## src/rtl/ddr_burst_arb_pkg.sv

```systemverilog
// Shared types and MIG command codes for the DDR burst arbiter.
package ddr_arb_pkg;

   localparam logic [2:0] CMD_WR = 3'b000;
   localparam logic [2:0] CMD_RD = 3'b001;

   typedef enum logic [1:0] {
      S_IDLE,
      S_WRITE,
      S_READ,
      S_DONE
   } state_t;

endpackage

```

## src/rtl/ddr_burst_arb_if.sv

```systemverilog
// Channel-side and MIG-side signal bundle of the burst arbiter.
interface ddr_burst_arb_if #(
   parameter int NUM_CH = 4,
   parameter int ADDR_W = 28,
   parameter int DATA_W = 128,
   parameter int LEN_W  = 16
) ();

   logic                     init_calib_complete;
   logic [NUM_CH-1:0]        ch_req;
   logic [NUM_CH-1:0]        ch_wr;
   logic [NUM_CH*ADDR_W-1:0] ch_addr;
   logic [NUM_CH*LEN_W-1:0]  ch_len;
   logic [NUM_CH*DATA_W-1:0] ch_wdata;
   logic [NUM_CH-1:0]        ch_ack;
   logic [NUM_CH-1:0]        ch_wdata_req;
   logic [DATA_W-1:0]        ch_rdata;
   logic [NUM_CH-1:0]        ch_rvalid;
   logic [NUM_CH-1:0]        ch_done;
   logic                     busy;
   logic [ADDR_W-1:0]        app_addr;
   logic [2:0]               app_cmd;
   logic                     app_en;
   logic [DATA_W-1:0]        app_wdf_data;
   logic                     app_wdf_wren;
   logic                     app_wdf_end;
   logic [DATA_W/8-1:0]      app_wdf_mask;
   logic                     app_rdy;
   logic                     app_wdf_rdy;
   logic [DATA_W-1:0]        app_rd_data;
   logic                     app_rd_data_valid;

   modport master (
      input  init_calib_complete, ch_req, ch_wr, ch_addr,
      input  ch_len, ch_wdata,
      input  app_rdy, app_wdf_rdy, app_rd_data, app_rd_data_valid,
      output ch_ack, ch_wdata_req, ch_rdata, ch_rvalid, ch_done,
      output busy, app_addr, app_cmd, app_en,
      output app_wdf_data, app_wdf_wren, app_wdf_end, app_wdf_mask
   );

   modport slave (
      output init_calib_complete, ch_req, ch_wr, ch_addr,
      output ch_len, ch_wdata,
      output app_rdy, app_wdf_rdy, app_rd_data, app_rd_data_valid,
      input  ch_ack, ch_wdata_req, ch_rdata, ch_rvalid, ch_done,
      input  busy, app_addr, app_cmd, app_en,
      input  app_wdf_data, app_wdf_wren, app_wdf_end, app_wdf_mask
   );

endinterface

```

## src/rtl/ddr_burst_arb_rr_arbiter.sv

```systemverilog
// Combinational round-robin pick: first request at or above ptr,
// searching upward with wrap.
module rr_arbiter #(
   parameter int NUM_CH = 4,
   parameter int IDX_W  = (NUM_CH > 1) ? $clog2(NUM_CH) : 1
) (
   input  logic [NUM_CH-1:0] i_req,
   input  logic [IDX_W-1:0]  i_ptr,
   output logic [NUM_CH-1:0] o_grant,
   output logic [IDX_W-1:0]  o_idx
);

   logic [IDX_W-1:0] w_j;

   // Scan from the farthest slot back so the nearest match wins last.
   always_comb begin
      o_grant = '0;
      o_idx   = '0;
      w_j     = '0;
      for (int k = NUM_CH - 1; k >= 0; k--) begin
         w_j = IDX_W'((int'(i_ptr) + k) % NUM_CH);
         if (i_req[w_j]) begin
            o_grant      = '0;
            o_grant[w_j] = 1'b1;
            o_idx        = w_j;
         end
      end
   end

endmodule

```

## src/rtl/ddr_burst_arb.sv

```systemverilog
// Round-robin burst arbiter: grants one channel, streams its burst
// job to the MIG app interface and routes read data back.
module ddr_burst_arb
   import ddr_arb_pkg::*;
#(
   parameter int NUM_CH   = 4,
   parameter int ADDR_W   = 28,
   parameter int DATA_W   = 128,
   parameter int LEN_W    = 16,
   parameter int ADDR_INC = 8
) (
   input  logic            ui_clk,
   input  logic            sys_rst_n,
   ddr_burst_arb_if.master bus
);

   localparam int IDX_W = (NUM_CH > 1) ? $clog2(NUM_CH) : 1;

   state_t              r_state;
   state_t              w_state_nx;
   logic [IDX_W-1:0]    r_sel;
   logic [IDX_W-1:0]    r_ptr;
   logic [IDX_W-1:0]    w_gnt_idx;
   logic [NUM_CH-1:0]   w_gnt;
   logic [NUM_CH-1:0]   w_sel_oh;
   logic [NUM_CH-1:0]   r_ack;
   logic [NUM_CH-1:0]   r_done;
   logic [ADDR_W-1:0]   r_addr;
   logic [LEN_W-1:0]    r_len;
   logic [LEN_W-1:0]    r_issued;
   logic [LEN_W-1:0]    r_returned;
   logic [LEN_W-1:0]    w_iss_nx;
   logic [LEN_W-1:0]    w_ret_nx;
   logic [LEN_W-1:0]    w_gnt_len;
   logic                w_start;
   logic                w_more;
   logic                w_wr_acc;
   logic                w_rd_iss;
   logic                w_rd_ret;

   rr_arbiter #(
      .NUM_CH (NUM_CH),
      .IDX_W  (IDX_W)
   ) u_rr (
      .i_req   (bus.ch_req),
      .i_ptr   (r_ptr),
      .o_grant (w_gnt),
      .o_idx   (w_gnt_idx)
   );

   assign w_start = (r_state == S_IDLE)
                  & bus.init_calib_complete
                  & (|bus.ch_req);

   assign w_gnt_len = bus.ch_len[w_gnt_idx*LEN_W +: LEN_W];
   assign w_sel_oh  = NUM_CH'(1) << r_sel;
   assign w_more    = r_issued < r_len;

   assign w_wr_acc = (r_state == S_WRITE) & bus.app_rdy
                   & bus.app_wdf_rdy & w_more;
   assign w_rd_iss = (r_state == S_READ) & bus.app_rdy & w_more;
   assign w_rd_ret = (r_state == S_READ) & bus.app_rd_data_valid;

   assign w_iss_nx = r_issued + LEN_W'(w_wr_acc | w_rd_iss);
   assign w_ret_nx = r_returned + LEN_W'(w_rd_ret);

   always_comb begin
      w_state_nx = r_state;
      unique case (r_state)
         S_IDLE: begin
            if (w_start) begin
               if (w_gnt_len == '0)
                  w_state_nx = S_DONE;
               else if (bus.ch_wr[w_gnt_idx])
                  w_state_nx = S_WRITE;
               else
                  w_state_nx = S_READ;
            end
         end
         S_WRITE: begin
            if (w_wr_acc && (w_iss_nx == r_len))
               w_state_nx = S_DONE;
         end
         S_READ: begin
            // Bus is held until every issued read has come back.
            if ((w_iss_nx == r_len) && (w_ret_nx == r_len))
               w_state_nx = S_DONE;
         end
         S_DONE: w_state_nx = S_IDLE;
         default: w_state_nx = S_IDLE;
      endcase
   end

   always_ff @(posedge ui_clk or negedge sys_rst_n) begin
      if (!sys_rst_n) begin
         r_state    <= S_IDLE;
         r_sel      <= '0;
         r_ptr      <= '0;
         r_addr     <= '0;
         r_len      <= '0;
         r_issued   <= '0;
         r_returned <= '0;
         r_ack      <= '0;
         r_done     <= '0;
      end else begin
         r_state <= w_state_nx;
         r_ack   <= w_start ? w_gnt : '0;
         r_done  <= '0;
         if ((w_state_nx == S_DONE) && (r_state != S_DONE))
            r_done <= w_start ? w_gnt : w_sel_oh;
         if (w_start) begin
            r_sel      <= w_gnt_idx;
            r_addr     <= bus.ch_addr[w_gnt_idx*ADDR_W +: ADDR_W];
            r_len      <= w_gnt_len;
            r_issued   <= '0;
            r_returned <= '0;
            r_ptr      <= (w_gnt_idx == IDX_W'(NUM_CH - 1)) ?
                          '0 : w_gnt_idx + IDX_W'(1);
         end else begin
            r_issued   <= w_iss_nx;
            r_returned <= w_ret_nx;
            if (w_wr_acc | w_rd_iss)
               r_addr <= r_addr + ADDR_W'(ADDR_INC);
         end
      end
   end

   assign bus.ch_ack       = r_ack;
   assign bus.ch_done      = r_done;
   assign bus.busy         = (r_state != S_IDLE);
   assign bus.app_addr     = r_addr;
   assign bus.app_cmd      = (r_state == S_READ) ? CMD_RD : CMD_WR;
   assign bus.app_en       = w_wr_acc | w_rd_iss;
   assign bus.app_wdf_wren = w_wr_acc;
   assign bus.app_wdf_end  = w_wr_acc;
   assign bus.app_wdf_mask = '0;
   assign bus.app_wdf_data = (r_state == S_WRITE) ?
                             bus.ch_wdata[r_sel*DATA_W +: DATA_W] : '0;
   assign bus.ch_wdata_req = w_wr_acc ? w_sel_oh : '0;
   assign bus.ch_rvalid    = w_rd_ret ? w_sel_oh : '0;
   assign bus.ch_rdata     = (r_state == S_READ) ? bus.app_rd_data : '0;

endmodule

```

## src/flat_wrapper.sv

```systemverilog
// flat-port wrapper written by rule: the top's interface ports become plain ports
module ddr_burst_arb_flat import ddr_arb_pkg::*;
#(
   parameter int NUM_CH   = 4,
   parameter int ADDR_W   = 28,
   parameter int DATA_W   = 128,
   parameter int LEN_W    = 16,
   parameter int ADDR_INC = 8
)
  (ui_clk, sys_rst_n, bus_init_calib_complete, bus_ch_req, bus_ch_wr, bus_ch_addr, bus_ch_len, bus_ch_wdata, bus_app_rdy, bus_app_wdf_rdy, bus_app_rd_data, bus_app_rd_data_valid, bus_ch_ack, bus_ch_wdata_req, bus_ch_rdata, bus_ch_rvalid, bus_ch_done, bus_busy, bus_app_addr, bus_app_cmd, bus_app_en, bus_app_wdf_data, bus_app_wdf_wren, bus_app_wdf_end, bus_app_wdf_mask);
  ddr_burst_arb_if #(.NUM_CH(NUM_CH), .ADDR_W(ADDR_W), .DATA_W(DATA_W), .LEN_W(LEN_W)) bus_i ();
  input  logic ui_clk;
  input  logic sys_rst_n;
  input wire logic [$bits(bus_i.init_calib_complete)-1:0] bus_init_calib_complete;
  input wire logic [$bits(bus_i.ch_req)-1:0] bus_ch_req;
  input wire logic [$bits(bus_i.ch_wr)-1:0] bus_ch_wr;
  input wire logic [$bits(bus_i.ch_addr)-1:0] bus_ch_addr;
  input wire logic [$bits(bus_i.ch_len)-1:0] bus_ch_len;
  input wire logic [$bits(bus_i.ch_wdata)-1:0] bus_ch_wdata;
  input wire logic [$bits(bus_i.app_rdy)-1:0] bus_app_rdy;
  input wire logic [$bits(bus_i.app_wdf_rdy)-1:0] bus_app_wdf_rdy;
  input wire logic [$bits(bus_i.app_rd_data)-1:0] bus_app_rd_data;
  input wire logic [$bits(bus_i.app_rd_data_valid)-1:0] bus_app_rd_data_valid;
  output wire logic [$bits(bus_i.ch_ack)-1:0] bus_ch_ack;
  output wire logic [$bits(bus_i.ch_wdata_req)-1:0] bus_ch_wdata_req;
  output wire logic [$bits(bus_i.ch_rdata)-1:0] bus_ch_rdata;
  output wire logic [$bits(bus_i.ch_rvalid)-1:0] bus_ch_rvalid;
  output wire logic [$bits(bus_i.ch_done)-1:0] bus_ch_done;
  output wire logic [$bits(bus_i.busy)-1:0] bus_busy;
  output wire logic [$bits(bus_i.app_addr)-1:0] bus_app_addr;
  output wire logic [$bits(bus_i.app_cmd)-1:0] bus_app_cmd;
  output wire logic [$bits(bus_i.app_en)-1:0] bus_app_en;
  output wire logic [$bits(bus_i.app_wdf_data)-1:0] bus_app_wdf_data;
  output wire logic [$bits(bus_i.app_wdf_wren)-1:0] bus_app_wdf_wren;
  output wire logic [$bits(bus_i.app_wdf_end)-1:0] bus_app_wdf_end;
  output wire logic [$bits(bus_i.app_wdf_mask)-1:0] bus_app_wdf_mask;
  assign bus_i.init_calib_complete = bus_init_calib_complete;
  assign bus_i.ch_req = bus_ch_req;
  assign bus_i.ch_wr = bus_ch_wr;
  assign bus_i.ch_addr = bus_ch_addr;
  assign bus_i.ch_len = bus_ch_len;
  assign bus_i.ch_wdata = bus_ch_wdata;
  assign bus_i.app_rdy = bus_app_rdy;
  assign bus_i.app_wdf_rdy = bus_app_wdf_rdy;
  assign bus_i.app_rd_data = bus_app_rd_data;
  assign bus_i.app_rd_data_valid = bus_app_rd_data_valid;
  assign bus_ch_ack = bus_i.ch_ack;
  assign bus_ch_wdata_req = bus_i.ch_wdata_req;
  assign bus_ch_rdata = bus_i.ch_rdata;
  assign bus_ch_rvalid = bus_i.ch_rvalid;
  assign bus_ch_done = bus_i.ch_done;
  assign bus_busy = bus_i.busy;
  assign bus_app_addr = bus_i.app_addr;
  assign bus_app_cmd = bus_i.app_cmd;
  assign bus_app_en = bus_i.app_en;
  assign bus_app_wdf_data = bus_i.app_wdf_data;
  assign bus_app_wdf_wren = bus_i.app_wdf_wren;
  assign bus_app_wdf_end = bus_i.app_wdf_end;
  assign bus_app_wdf_mask = bus_i.app_wdf_mask;
  ddr_burst_arb #(.NUM_CH(NUM_CH), .ADDR_W(ADDR_W), .DATA_W(DATA_W), .LEN_W(LEN_W), .ADDR_INC(ADDR_INC)) u_core (.ui_clk(ui_clk), .sys_rst_n(sys_rst_n), .bus(bus_i));
endmodule
```

## config.mk

```make
export PLATFORM = sky130hd
export DESIGN_NAME = ddr_burst_arb_flat
export DESIGN_NICKNAME = d
export VERILOG_FILES = /design/src/rtl/ddr_burst_arb_pkg.sv /design/src/rtl/ddr_burst_arb_if.sv /design/src/rtl/ddr_burst_arb_rr_arbiter.sv /design/src/rtl/ddr_burst_arb.sv /design/src/flat_wrapper.sv
export SDC_FILE = /design/constraint.sdc
export NUM_CORES = 1
export LEC_CHECK = 0
export ABC_AREA = 1
export BUFFER_PORTS_ARGS = -buffer_cell sky130_fd_sc_hd__buf_2
export CORE_AREA = 4 4 441 443
export DETAILED_ROUTE_END_ITERATION = 7
export DIE_AREA = 0 0 445 447
export MAX_ROUTING_LAYER = met4
export PLACE_DENSITY = 0.3
export SLEW_MARGIN = 5
export SYNTH_ARGS = -nofsm -noshare
export SYNTH_HDL_FRONTEND = slang
export SYNTH_SLANG_ARGS = --single-unit
```

## constraint.sdc

```tcl
create_clock -name ui_clk -period 4.55 [get_ports ui_clk]
set_input_delay 1.1375 -clock ui_clk [delete_from_list [all_inputs] [get_ports ui_clk]]
set_output_delay 1.1375 -clock ui_clk [all_outputs]
set_load 0.02 [all_outputs]
```

==> results.json, run 1 <==
{
  "drv_slew": 0,
  "end_kind": "output port",
  "dp_hpwl_um": 170000,
  "yosysSeqAreaShare_pct": 20.0,
  "grt_pass1_wl_um": 224000,
  "required_ps": 3410,
  "min_from": "u_core.bus.app_addr[1]$_DFFE_PN0P_",
  "r2r-start": "u_core.r_len[1]$_DFFE_PN0P_",
  "synth_area_sq_um": 11200,
  "clk_path_buf_depth": 2,
  "clk_latency_ps": 410,
  "powerDensity_nw_per_um2": 595,
  "start_util_pct": 5.92,
  "yosys.area.top_type": "dfrtp_1",
  "crit_arrival_ps": 3010,
  "grt_overflow": 0,
  "synth_edf_count": 0,
  "synth_most_common_cell": "nor2_1",
  "synth_top_area_share_pct": 20.0,
  "reg2reg_setup_slack_ps": 550,
  "p_leak_nw": 10.4,
  "cp-start-kind": "flop",
  "drc": 0,
  "post-route-period-util_pct": 91.2,
  "finalClockSkew_ps": 17.2,
  "path_clk_slew_ps": 90,
  "worstMarginPinSlew_ps": 1060,
  "cts_sinks": 90,
  "status": "completed",
  "fin_setup_tns_ps": 0,
  "cts_inserted_buffers": 9,
  "reg2reg_to": "u_core.bus.ch_done[1]$_DFF_PN0_",
  "slew-limit-headroom_pct": 29.3,
  "place_congestion": 1.04,
  "post_drt_wl_per_cell_um": 33.5,
  "cts-root-buf": "clkbuf_16",
  "core_area_sq_um": 190000,
  "die_area_sq_um": 199000,
  "path_class": "reg -> out",
  "drive_gt1_share_pct": 43.4,
  "fmax_ghz": 0.241,
  "yosys_warnings": 0,
  "antenna_found_initial": 258,
  "die_h_um": 447,
  "rr_worst_depth": 29,
  "drt-pass1-iter-count": 5,
  "hold_end": "u_core.bus.app_addr[1]$_DFFE_PN0P_",
  "synth.distinct_cells": 42,
  "synth.area.top_cells": "dfrtp_1 20%, a22oi_1 17%, nor2_1 9.5%, inv_1 8.4%, a21oi_1 7.2%",
  "placedInstanceArea_sq_um": 20100,
  "period_needed_ps": 4150,
  "holdCritPathClass": "reg -> reg",
  "hold_viol": 0,
  "drt_iter0_markers": 1892,
  "synth_seq_cells": 90,
  "grt_pass1_vias": 18400,
  "grt_max_degree": 78,
  "area_delta_synth_final_pct": 86.3,
  "design_area_sq_um": 21000,
  "hold_depth": 2,
  "finalWirelength_um": 188000,
  "cts_tree": "built",
  "pin_count": 1153,
  "setup_viol": 0,
  "synthArstFlopShare_pct": 100,
  "postSynthAreaPerCell_sq_um": 6.21,
  "cts_max_level": 3,
  "path_max_fanout": 39,
  "final_nets": 3746,
  "viasPerCell": 3.47,
  "io_buffers": 1134,
  "dieWidth_um": 445,
  "rows": 160,
  "rsz0062_at_grt": "false",
  "ant_nets": 0,
  "grt_usage_pct": 18.4,
  "synth_common_cells": "286 x nor2_1, 256 x a22oi_1, 251 x inv_1, 207 x nand2_1, 162 x a21oi_1",
  "max_cap_violations": 0,
  "synthFlopType": "dfrtp_1",
  "netlist_instances": 1811,
  "vias": 19500,
  "irDropWorstVdd_v": 0.000380,
  "cts_hold_buffers": 0
}
## flip-flops by register name, summed over array words and instances, names as in the netlist
signal               count
u_core.bus.ch_ack        4
u_core.r_returned       16
u_core.r_issued         16
u_core.bus.app_addr     28
u_core.r_len            16
u_core.bus.ch_done       4
u_core.r_sel             2
u_core.r_ptr             2
u_core.r_state           2
## worst max path at each step
stage / startpoint / end / cells after the start
6_report: u_core.r_sel[0]$_DFFE_PN0P_ / bus_app_wdf_data[77] / 6
2_1_floorplan: bus_app_wdf_rdy / u_core.bus.ch_done[3]$_DFF_PN0_ / 19
5_1_grt: u_core.r_len[1]$_DFFE_PN0P_ / u_core.bus.ch_done[2]$_DFF_PN0_ / 30
3_5_place_dp: u_core.r_len[1]$_DFFE_PN0P_ / u_core.bus.ch_done[3]$_DFF_PN0_ / 30
3_3_place_gp: u_core.r_len[1]$_DFFE_PN0P_ / u_core.bus.ch_done[1]$_DFF_PN0_ / 30
4_1_cts: u_core.r_len[1]$_DFFE_PN0P_ / u_core.bus.ch_done[1]$_DFF_PN0_ / 30
## per-stage QoR
step	util, %	power, mW	setup WS, ps	hold WS (ps)	std cells
after floorplan	-	6.78	653	523	1828
after global placement	10.6	11.8	131	485	5388
after detailed placement	10.6	11.8	154	481	5388
after CTS	10.7	12.7	145	508	5403
after global routing	11.0	13.3	13.7	552	5579
final	11.0	12.5	400	514	5609
## power by group
group	leakage (nW)	switching (mW)	total, mW	internal [mW]
sequential	1.18	0.264	1.30	1.04
clock	0.142	0.431	0.819	0.388
combinational	9.08	7.46	10.4	2.89
## layout make-up
cell class	instances	area, sq um
fill	22500	169000
multi-input combinational	1332	7490
timing repair buffer	1198	6300
tap	2511	3140
sequential	90	2250
inverter	258	986
antenna	205	513
clock buffer	10	239
clock inverter	5	38.8
## cells in the final DEF, fill, tap and decap left out, types with 6 or more instances in the layout
cell type | netlist | final
buf_2 | 12 | 1133
nor2_1 | 286 | 281
a22oi_1 | 256 | 256
inv_1 | 251 | 248
nand2_1 | 207 | 207
diode_2 | 0 | 205
a21oi_1 | 162 | 162
o21ai_0 | 91 | 91
dfrtp_1 | 90 | 90
nand3_1 | 78 | 76
buf_4 | 22 | 54
xor2_1 | 46 | 46
nand3b_1 | 32 | 32
ha_1 | 27 | 26
o22ai_1 | 19 | 19
nor3_1 | 19 | 18
conb_1 | 1 | 18
o21ai_1 | 14 | 14
nand2_2 | 14 | 13
nand4_1 | 13 | 13
buf_12 | 0 | 11
o221ai_1 | 10 | 10
clkbuf_16 | 0 | 9
xnor2_1 | 8 | 8
nand3_2 | 4 | 6
## worst max-delay path: stages, from the launching register on
cell and delay [ps]:
dfrtp_1 470, nand2_1 300, inv_6 390, buf_4 540, a22oi_1 170, a21oi_1 340
buf_2 280
## cells by family (layout without fill, tap and decap cells)
group,Yosys count,count (layout),synth area share (%)
AOI/OAI and AO/OA,568,568,31.9
xor gates and xnor gates,58,58,5.01
adders and majority gates,27,27,3.00
buffers and inverters,406,1471,14.8
DFF,90,90,20.0
other,1,223,0.0333
and+or+nand+nor,661,661,25.2
## metal layers
layer	track usage (%)	up-vias	part of all wire [%]
li1	-	8529	-
met1	21.4	9409	41
met2	28.3	1263	46
met3	7.13	281	9.1
met4	7.50	0	4.0
met5	-	-	0
## what timing repair did
action / 4_1_cts / 5_1_grt
buffers inserted: 0 / 1
setup endpoints to repair: 0 / 6
gates resized for setup: 0 / 8
(Power assumes the default switching activity.)
==> inputs of run 2 (changes only) <==
CTS_BUF_LIST = sky130_fd_sc_hd__clkbuf_2 sky130_fd_sc_hd__clkbuf_4 sky130_fd_sc_hd__clkbuf_8   (was default)
==> results.json, run 2 (synthesized netlist as in run 1, its figures left out) <==
{
  "status": "completed",
  "vias": 19500,
  "die_h_um": 447,
  "area_delta_synth_final_pct": 85.6,
  "final_common_cell": "buf_2",
  "irDropWorstVdd_v": 0.000378,
  "start_util_pct": 5.92,
  "cp.depth": 6,
  "crit_family": "buffers and inverters",
  "finalClockSkew_ps": 22.5,
  "drive_gt1_share_pct": 43.4,
  "largest_register_ffs": 28,
  "cp-start-kind": "flop",
  "viasPerCell": 3.47,
  "core_area_sq_um": 190000,
  "drt_iter0_markers": 1880,
  "setup_ws_ps": 339,
  "antenna_found_initial": 258,
  "fill_cells": 22600,
  "reg2reg_to": "u_core.bus.ch_done[1]$_DFF_PN0_",
  "hold_viol": 0,
  "pin_count": 1153,
  "drt-pass1-iter-count": 6,
  "end_kind": "output port",
  "grt_max_degree": 78,
  "path_max_fanout": 39,
  "crit_buf_inv": 3,
  "worstMarginPinSlew_ps": 1060,
  "rr_worst_depth": 29,
  "endpoint": "bus_app_wdf_data[77]",
  "power_switching_mw": 8.12,
  "pre_cts_ws_ps": 154,
  "required_ps": 3410,
  "grt_pass1_vias": 18500,
  "post-route-period-util_pct": 92.5,
  "r2r-start": "u_core.r_len[1]$_DFFE_PN0P_",
  "finalWirelength_um": 188000,
  "ant_nets": 0,
  "cts_sinks": 90,
  "period_needed_ps": 4210,
  "setup_viol": 0,
  "p_int_mw": 4.14,
  "instances_no_fill": 5621,
  "most-common-layout-cells": "1,133 x buf_2, 281 x nor2_1, 256 x a22oi_1, 248 x inv_1, 207 x nand2_1",
  "startpoint": "u_core.r_sel[0]$_DFFE_PN0P_",
  "p_clk_share_pct": 5.0,
  "dieWidth_um": 445,
  "drv_slew": 0,
  "post-route-util_pct": 11.0,
  "die_area_sq_um": 199000,
  "switching_share_pct": 66.2,
  "slowest_stage": "buf_4",
  "grt_pass1_wl_um": 224000,
  "rows": 160,
  "cts-root-buf": "clkbuf_8",
  "placedInstanceArea_sq_um": 20100,
  "p_comb_share_pct": 84.4,
  "drc": 0,
  "fmax_ghz": 0.237,
  "clk_path_buf_depth": 2,
  "clk_latency_ps": 470,
  "crit_arrival_ps": 3070,
  "powerDensity_nw_per_um2": 587,
  "reg2reg_setup_slack_ps": 500,
  "post_drt_wl_per_cell_um": 33.4,
  "design_area_sq_um": 20900,
  "path_clk_slew_ps": 120,
  "fin_total_pwr_mw": 12.3,
  "slew-limit-headroom_pct": 29.4,
  "grt_usage_pct": 18.3,
  "io_buffers": 1134,
  "power_frac_seq_pct": 10.6,
  "place_congestion": 1.04,
  "max_cap_violations": 0,
  "cts_hold_buffers": 0,
  "p_leak_nw": 10.4,
  "cts_tree": "built",
  "holdCritPathClass": "reg -> reg",
  "final_nets": 3746,
  "cts_inserted_buffers": 9,
  "dp_hpwl_um": 170000,
  "dp.cells": 5388,
  "cpPeakStageDelay_ps": 530,
  "cts_max_level": 3,
  "path_cells": "nand2_1, inv_6, buf_4, a22oi_1, a21oi_1, buf_2",
  "path_class": "reg -> out",
  "grt_overflow": 0
}
-- run 2: worst min-delay path by stage --
stage | start | endpoint | slack [ps] | cells past startpoint
floorplan | u_core.r_returned[15]$_DFF_PN0_ | u_core.r_returned[15]$_DFF_PN0_ | 520 | 2
global placement | u_core.bus.app_addr[1]$_DFFE_PN0P_ | u_core.bus.app_addr[1]$_DFFE_PN0P_ | 490 | 2
detailed placement | u_core.bus.app_addr[1]$_DFFE_PN0P_ | u_core.bus.app_addr[1]$_DFFE_PN0P_ | 480 | 2
CTS | u_core.bus.app_addr[1]$_DFFE_PN0P_ | u_core.bus.app_addr[1]$_DFFE_PN0P_ | 520 | 2
global route | u_core.bus.app_addr[1]$_DFFE_PN0P_ | u_core.bus.app_addr[1]$_DFFE_PN0P_ | 560 | 2
finish | u_core.bus.app_addr[1]$_DFFE_PN0P_ | u_core.bus.app_addr[1]$_DFFE_PN0P_ | 510 | 2
-- run 2: power by group through the flow --
stage	Clock, mW	Sequential [mW]	Combinational, mW
2_1_floorplan	0	1.38	5.41
3_3_place_gp	0	1.32	10.5
3_5_place_dp	0	1.32	10.4
4_1_cts	0.684	1.31	10.5
5_1_grt	0.687	1.34	11.1
6_report	0.615	1.30	10.3
-- run 2: metrics by stage --
step           hold slack (ps)  setup TNS [ps]
6_report                   513               0
3_3_place_gp               485               0
4_1_cts                    517               0
3_5_place_dp               481               0
5_1_grt                    561           -1.88
2_1_floorplan              523               0
-- run 2: layout make-up --
type                            count  area [sq um]  area share (%)
Antenna cell                      217           543            2.60
Timing Repair Buffer             1198          6300            30.2
Clock inverter                      5          38.8           0.186
Sequential cell                    90          2250            10.8
Inverter                          258           986            4.72
Multi-Input combinational cell   1332          7490            35.8
Tap cell                         2511          3140            15.0
Clock buffer                       10           138           0.659
-- run 2: worst min-delay path, cell delays in order, from the launching register on --
cell and delay [ps]:
dfrtp_1 370, nand2_1 50, o221ai_1 60
-- run 2: repair_timing --
item | CTS | global route
endpoints found under the hold margin | 0 | 0
gates resized for setup | 0 | 8
endpoints found under the setup margin | 0 | 6
buffers inserted | 0 | 1
-- run 2: per-layer routing --
metal  vias to the layer above  share of wire [%]  global-route usage (%)
li1                       8547                  -                       -
met1                      9380                 41                    21.4
met2                      1261                 46                    28.1
met3                       289                9.2                    7.15
met4                         0                4.2                    7.80
met5                         -                  0                       -
